### src/rtl/midi_wavetable_oscillator.sv
// MIDI-note phase-accumulator oscillator with saw/square/triangle/silent shapes,
// a linear gain ramp and a 3-stage sample pipeline (tick -> shape -> scale).
module midi_wavetable_oscillator #(
    parameter int CLK_HZ     = 50000000,
    parameter int SAMPLE_DIV = 1042,
    parameter int PHASE_W    = 32,
    parameter int OUT_W      = 24
) (
    input  logic                    clk,
    input  logic                    reset,
    input  logic                    note_load,
    input  logic [6:0]              MIDI_note,
    input  logic [1:0]              mode,
    input  logic [6:0]              pulse_width,
    input  logic [6:0]              volume,
    input  logic                    gate,
    output logic                    sample_valid,
    output logic signed [OUT_W-1:0] value,
    output logic                    active
);

    localparam int CNT_W = (SAMPLE_DIV > 1) ? $clog2(SAMPLE_DIV) : 1;

    // Octave-10 phase increment for semitone k (C10 at k=0), rounded to nearest.
    function automatic logic [PHASE_W-1:0] rom_entry(input int k);
        real fs;
        real inc;
        fs  = real'(CLK_HZ) / real'(SAMPLE_DIV);
        inc = 440.0 * (2.0 ** (real'(k + 51) / 12.0)) * (2.0 ** PHASE_W) / fs;
        return PHASE_W'(longint'($floor(inc + 0.5)));
    endfunction

    function automatic logic signed [OUT_W-1:0] shape(input logic [1:0]         m,
                                                      input logic [PHASE_W-1:0] ph,
                                                      input logic [6:0]         pw);
        logic [OUT_W-1:0] p;
        logic [OUT_W-2:0] t;
        p = ph[PHASE_W-1 -: OUT_W];
        t = p[OUT_W-1] ? ~p[OUT_W-2:0] : p[OUT_W-2:0];
        case (m)
            2'd0:    return {~p[OUT_W-1], p[OUT_W-2:0]};
            2'd1:    return (ph[PHASE_W-1 -: 7] < pw) ? {1'b0, {(OUT_W-1){1'b1}}}
                                                      : {1'b1, {(OUT_W-1){1'b0}}};
            2'd2:    return {~t[OUT_W-2], t[OUT_W-3:0], 1'b0};
            default: return '0;
        endcase
    endfunction

    // Gain is Q0.7, so 127 scales by 127/128; the shift floors toward -inf.
    function automatic logic signed [OUT_W-1:0] scale(input logic signed [OUT_W-1:0] s,
                                                      input logic [6:0]              g);
        logic signed [OUT_W+7:0] prod;
        prod = s * $signed({1'b0, g});
        return prod[OUT_W+6:7];
    endfunction

    logic [PHASE_W-1:0] inc_rom [12];
    for (genvar k = 0; k < 12; k++) begin : g_rom
        localparam logic [PHASE_W-1:0] ENTRY = rom_entry(k);
        assign inc_rom[k] = ENTRY;
    end

    logic [CNT_W-1:0]   cnt_q, cnt_d;
    logic [PHASE_W-1:0] phase_q, phase_d;
    logic [6:0]         gain_q, gain_d;
    logic [6:0]         note_q, pw_q;
    logic [1:0]         mode_q;
    logic               vld_p1_q, vld_p2_q;
    logic signed [OUT_W-1:0] shaped_p2_q;

    logic               tick;
    logic [6:0]         target;
    logic [3:0]         semi, octave;
    logic [PHASE_W-1:0] inc;

    assign tick   = (cnt_q == CNT_W'(SAMPLE_DIV - 1));
    assign target = gate ? volume : 7'd0;
    assign semi   = 4'(note_q % 7'd12);
    assign octave = 4'(note_q / 7'd12);
    assign inc    = inc_rom[semi] >> (4'd10 - octave);

    always_comb begin
        cnt_d   = tick ? '0 : cnt_q + 1'b1;
        phase_d = phase_q;
        gain_d  = gain_q;
        if (note_load) begin
            phase_d = '0;
        end else if (tick) begin
            phase_d = phase_q + inc;
        end
        if (tick && (gain_q < target)) begin
            gain_d = gain_q + 7'd1;
        end else if (tick && (gain_q > target)) begin
            gain_d = gain_q - 7'd1;
        end
    end

    // Stage 1: tick -> phase/gain update; stage 3: scale by gain into value.
    always_ff @(posedge clk) begin
        if (reset) begin
            cnt_q        <= '0;
            phase_q      <= '0;
            gain_q       <= '0;
            note_q       <= '0;
            mode_q       <= '0;
            pw_q         <= '0;
            vld_p1_q     <= 1'b0;
            vld_p2_q     <= 1'b0;
            sample_valid <= 1'b0;
            value        <= '0;
            active       <= 1'b0;
        end else begin
            cnt_q    <= cnt_d;
            phase_q  <= phase_d;
            gain_q   <= gain_d;
            if (note_load) begin
                note_q <= MIDI_note;
                mode_q <= mode;
                pw_q   <= pulse_width;
            end
            vld_p1_q     <= tick;
            vld_p2_q     <= vld_p1_q;
            sample_valid <= vld_p2_q;
            active       <= (gain_q != 7'd0);
            if (vld_p2_q) begin
                value <= scale(shaped_p2_q, gain_q);
            end
        end
    end

    // Stage 2: waveform shaping from the freshly updated phase.
    always_ff @(posedge clk) begin
        if (vld_p1_q) begin
            shaped_p2_q <= shape(mode_q, phase_q, pw_q);
        end
    end

endmodule

### config.mk
export PLATFORM = sky130hd
export DESIGN_NAME = midi_wavetable_oscillator
export DESIGN_NICKNAME = d
export VERILOG_FILES = /design/src/rtl/midi_wavetable_oscillator.sv
export SDC_FILE = /design/constraint.sdc
export NUM_CORES = 1
export LEC_CHECK = 0
export BUFFER_PORTS_ARGS = -buffer_cell sky130_fd_sc_hd__buf_4
export CAP_MARGIN = 10
export CORE_ASPECT_RATIO = 1.1
export CORE_MARGIN = 5
export CORE_UTILIZATION = 30
export CTS_CLUSTER_SIZE = 40
export DETAILED_ROUTE_END_ITERATION = 6
export GPL_TIMING_DRIVEN = 1
export PLACE_DENSITY = 0.43
export SYNTH_ARGS = -nofsm -noshare
export SYNTH_HDL_FRONTEND = slang
export SYNTH_SLANG_ARGS = --single-unit
export TNS_END_PERCENT = 20
### constraint.sdc
create_clock -name clk -period 9.34 [get_ports clk]
set_input_delay 1.401 -clock clk [delete_from_list [all_inputs] [get_ports clk]]
set_output_delay 1.401 -clock clk [all_outputs]
set_load 0.01 [all_outputs]
Word-level counts from Yosys, hierarchy flattened. Memories as Yosys holds them, arrays and structs flattened. Cells that the tools add are included.

Input bits: 27. ROM bits: 512. Register bits: 118. Memories kept: 1. Word-level logic and storage cells: 48.

Memory list: (no name shown) (words 16, width 32, read ports 1, clocked after Yosys merged registers in 0, write ports 0, line 80) `assign inc = inc_rom[semi] >> (4'd10 - octave);`.

Mux-type cells: 8. Reduce and logical (&&, ||, !) cells: 7. Add/sub/neg operators: 5. Bitwise operators: 4. Shifts and indexed selects: 1. Div/mod/pow operators: 2. Multiply operators: 1. Equality and inequality tests: 3. Order comparisons: 4.

Operators by type and width (number): case mux 24 bit (3 select lines) (1); 2-to-1 mux 32 bit (2); adder 32 bit (1); right shift 32 x 4 -> 32 bit (1); multiplier 24 x 8 -> 31 bit (1); 2-to-1 mux 24 bit (1); 2-to-1 mux 23 bit (1); inverter 23 bit (1); 2-to-1 mux 7 bit (3); < comparator 7 bit (2); adder 11 x 1 -> 11 bit (second input constant) (1); == test 11 bit (second input constant) (1); adder 7 x 1 -> 7 bit (second input constant) (1); divider 7 x 4 -> 7 bit (second input constant) (1); greater-than comparator 7 bit (1); modulo 7 x 4 -> 7 bit (second input constant) (1); nonzero test 7 bit (1); subtractor 7 x 1 -> 7 bit (second input constant) (1); >= comparator 5 bit (second input constant) (1); inverter 4 -> 5 bit (1); OR reduction 2 bit (2); subtractor 4 bit (first input constant) (1); == test 2 x 1 -> 1 bit (second input constant) (1); == test 2 bit (second input constant) (1); 4 further kinds (6).

Longest topological paths before layout.
Word-level depth: 7. Depth in mapped cells: 28. Gate-level depth less buffers: 23.

Worst setup path after synthesis. No wires, ideal clock.

Path kind: reg-to-reg. Start: register note_q[5]. End: register phase_q[30]. Required time: 9.208 ns. Arrival time: 5.620 ns. Stages on the path, launching flop included: 27. Period minus slack after synthesis: 5.752 ns. Slack: 3.588 ns. Cells stage by stage: dfxtp_1 -> clkbuf_1 -> nand2b_1 -> a21o_1 -> a211oi_1 -> o21a_1 -> buf_4 -> inv_2 -> buf_2 -> buf_2 -> ha_1 -> clkbuf_1 -> clkbuf_1 -> buf_1 -> clkbuf_1 -> o221ai_1 -> ha_1 -> fa_1 -> a211oi_1 -> o21ai_0 -> o211a_1 -> o21ai_0 -> o41a_1 -> o31ai_1 -> o31ai_1 -> xor2_1 -> a21oi_1.

Word-level cells in the longest chain between the ends: 7. Elaborated cells on any way between the ends: 9. Classes of those cells: add/sub (2); div (2); shift (1); mux (2); bitwise (1); memory (1).

RTL lines: from (decl) (line 66) `logic [6:0] note_q, pw_q;`; from (signal assigned) (line 117) `note_q <= MIDI_note;`; modulo 7 x 4 -> 7 bit (line 78) `assign semi = 4'(note_q % 7'd12);`; inverter 4 -> 5 bit (implied by the code) (line 80); memory (16 x 32 bit); 2-to-1 mux 32 bit (implied by the code) (2 in series) (line 80); right shift 32 x 4 -> 32 bit (*) (line 80); adder 32 bit (*) (line 89) `phase_d = phase_q + inc;`; to (signal assigned) (line 114) `phase_q <= phase_d;`; to (decl) (line 64) `logic [PHASE_W-1:0] phase_q, phase_d;`.

Mark *: on every way between the ends. The rest lies on a longest branch, timed or not. The select of a mux whose other input is x is not followed. A chain may end at the register's enable or synchronous reset.

Worst setup path in the final report.
Start: register note_q[4]. End: register phase_q[30].

The elaborated chain is that of the path after synthesis.

==> impl_metrics.toml <==
[status]
status = "finished clean"

[global_route]
grt_pass1_wl_microns = 64440
grt-ovfl-total = 0
grt_use_total_pct = 15.20
grt_pass1_vias = 12070
antenna_found_initial = 0
grt_max_degree = 52

[cts]
clock-sinks = 118
cts_resized = 0
clk_pin_slew_ns = 0.06
clock_latency_ns = 0.46
clk_path_buf_depth = 2
root_buffer = "clkbuf_16"
cts_tree = "built"
ctsHtreeMaxLevel = 4
numCtsBuffers = 17
ctsHoldBuffers = 0
cts_setup_buffers = 0

[logic_synthesis]
synth_seq_cells = 118
synth.area.mux_share_pct = 5.639
synth_cell_types = 83
synth-async-reset-ratio_pct = 0
syn_nets = 2001
netlist_instances = 1732
synthSimpleGateAreaFrac_pct = 19.15
synth_area_per_cell_sq_um = 8.352
synth_compound_area_share_pct = 16.95
yosys.area.top_type = "fa_1"
synth_flop_cell = "dfxtp_1"
synth_commonest_cells = "189 x inv_1, 134 x nor2_1, 132 x nand2_1, 127 x and2_1, 125 x fa_1"
synth_most_common_cell = "inv_1"
synth_top_area_share_pct = 17.30
synth_edf_count = 24
ys_seq_area_share_pct = 17.99
synth_area_leaders = "fa_1 17%, dfxtp_1 13%, ha_1 10%"
ys_warn_count = 0
synthAdderAreaFrac_pct = 27.42
syn-cell-area_sq_um = 14470
synth-xor-area-share_pct = 5.207
synth_top_family_by_area = "adder cells"

[placed_design]
place_area_sq_um = 15400
dp_hpwl_microns = 29700
io_buffer_count = 52
gp_congestion = 0.8336
post-place-cells = 2351
pre_cts_slack_ns = 2.947

[critical_path]
slowest_delay_ns = 0.83
worst_ep_arrival_time_ns = 6.81
cp-end-kind = "flip-flop"
path_max_fanout = 36
path_cells = "nand2b_1, a21o_1, a211oi_1, o21a_1, buf_4, inv_2, ha_1, inv_1, a21oi_1, a21oi_1, o21a_1, fa_1, a211oi_1, o21ai_0, o211a_1, o21ai_0, o41a_1, o31ai_1, o31ai_1, xor2_1, a21oi_1"
cp_slowest_cell = "ha_1"
required_ns = 9.68
crit_top_cell = "a21oi_1"
worst-path-buf-inv = 3
crit_family = "compound AO/OA/AOI/OAI gates"
worst_setup_path_start_kind = "flip-flop"
criticalPathCategory = "reg2reg"

[power_and_ir_drop]
p_per_area_nw_per_um2 = 109.0
max-vdd-ir-drop_v = 0.0001171
power_mw = 1.742
p_leak_nw = 7.134

[die]
die_h_microns = 240.3
die_area_sq_um = 52720
start_util_pct = 30.25
fp.coreArea_sq_um = 47820
ios = 53
std_cell_rows = 84
die_w_microns = 219.4

[sta]
timing.final.crit_share_pct = 69.28
setup_tns_ns = 0
finalSetupViolCount = 0
hold_viol = 0
slew_headroom_pct = 28.78
fmax_mhz = 154.5
worst_clock_skew_ns = 0.01124
rsz0062_at_grt = "no"
post-route-min-period_ns = 6.471
worstMarginPinSlew_ns = 1.067
slew_violations = 0
worst_slack_ns = 2.869

[routing]
drt-pass1-iter-count = 5
antenna_left = 0
totalWireLength_microns = 38620
route.vias.total = 11870
drtIter0Drc = 619
vias_per_cell = 4.981
wl_per_cell_microns = 16.21
drc = 0

[finish]
drive_above_1_share_pct = 7.077
fin_area_sq_um = 15980
nFillCells = 5081
finalNonFillerCells = 2383
multi_input_area_sq_um = 10780
antennaDiodeCount = 0
syn_to_final_growth_pct = 10.46
layout.area.seq_sq_um = 2603
nets = 1994

[hold_path]
hp-class = "reg2reg"

[job]
drv_cap = 0
cell families after synthesis:
logic type               after synthesis
AO/OA/AOI/OAI                        374
XOR/XNOR                              86
adder cells (fa/ha/maj)              242
buffers and inverters                284
flip-flops                           118
multiplexers                          77
AND/OR/NAND/NOR                      551
flip-flops by register name, summed over array words and instances (netlist names), 2 cells and up:
signal / cells
cnt_q: 11
mode_q: 2
pw_q: 7
note_q: 7
gain_q: 7
value: 24
phase_q: 32
shaped_p2_q: 24
layout make-up:
cell class              instances  share of cell area [%]
repair buffers                 66                   3.101
flip-flops and latches        118                   16.29
clock buffers                  21                   2.975
well taps                     645                   5.050
clock inverters                11                  0.6264
inverters                     192                   4.510
multi-input cells            1330                   67.45
per-stage QoR:
step	util [%]	hold slack (ns)
2_1_floorplan	-	0.4362
3_3_place_gp	32.21	0.4438
3_5_place_dp	32.21	0.4427
4_1_cts	33.41	0.4645
5_1_grt	33.41	0.4881
6_report	33.41	0.4568
cells in the final DEF, fill, tap and decap left out, types with 5 or more instances in the layout:
| cell type | netlist | final |
|---|---|---|
| ha_1 | 117 | 117 |
| mux2i_1 | 68 | 68 |
| dfxtp_1 | 94 | 94 |
| a21oi_1 | 116 | 116 |
| nand3_1 | 37 | 37 |
| edfxtp_1 | 24 | 24 |
| o211ai_1 | 10 | 10 |
| nand3b_1 | 7 | 7 |
| a31oi_1 | 11 | 11 |
| inv_1 | 189 | 189 |
| o221ai_1 | 7 | 7 |
| a211o_1 | 5 | 5 |
| or3_1 | 8 | 8 |
| clkbuf_16 | 0 | 18 |
| xnor2_1 | 60 | 59 |
| o21a_1 | 21 | 21 |
| and2_1 | 127 | 127 |
| nor2b_1 | 12 | 12 |
| nor3_1 | 28 | 28 |
| nor2_1 | 134 | 134 |
| o22ai_1 | 31 | 31 |
| xor2_1 | 26 | 25 |
| a21o_1 | 23 | 23 |
| nand2b_1 | 10 | 10 |
| mux2_2 | 6 | 6 |
| a22o_1 | 5 | 5 |
| buf_4 | 4 | 66 |
| nor4_1 | 13 | 13 |
| nand2_1 | 132 | 132 |
| fa_1 | 125 | 125 |
| o21ai_0 | 48 | 48 |
| o21bai_1 | 5 | 5 |
| a211oi_1 | 20 | 19 |
| and3_1 | 6 | 6 |
| nand4_1 | 14 | 14 |
| o31ai_1 | 17 | 17 |
| o2111ai_1 | 5 | 5 |
worst paths after layout:
check | slack, ns | cells after the start | from | end
setup reg to reg | 2.87 | 21 | note_q[4] | phase_q[30]
setup / recovery | 2.87 | 21 | note_q[4] | phase_q[30]
hold / removal | 0.46 | 2 | value[21] | value[21]
hold reg to reg | 0.46 | 2 | value[21] | value[21]
worst register-to-register path, cell delays in order, from the launching register on:
cell	delay, ns
dfxtp_1	0.60
nand2b_1	0.14
a21o_1	0.19
a211oi_1	0.23
o21a_1	0.14
buf_4	0.34
inv_2	0.33
ha_1	0.84
inv_1	0.44
a21oi_1	0.26
a21oi_1	0.09
o21a_1	0.21
fa_1	0.45
a211oi_1	0.30
o21ai_0	0.17
o211a_1	0.19
o21ai_0	0.42
o41a_1	0.32
o31ai_1	0.15
o31ai_1	0.27
xor2_1	0.17
a21oi_1	0.08
power by group:
part | total (mW) | internal (mW) | switching (mW)
clock network | 0.655 | 0.390 | 0.266
logic | 0.550 | 0.208 | 0.341
registers | 0.537 | 0.525 | 0.0118
metal layers:
metal / share of wire (%) / vias up / GRT usage (%)
met5: 0 / - / 0
met4: 2.2 / 0 / 5.120
met3: 3.0 / 48 / 2.582
met2: 50 / 179 / 26.54
met1: 45 / 5729 / 19.02
li1: - / 5913 / -
(Power assumes the default switching activity.)
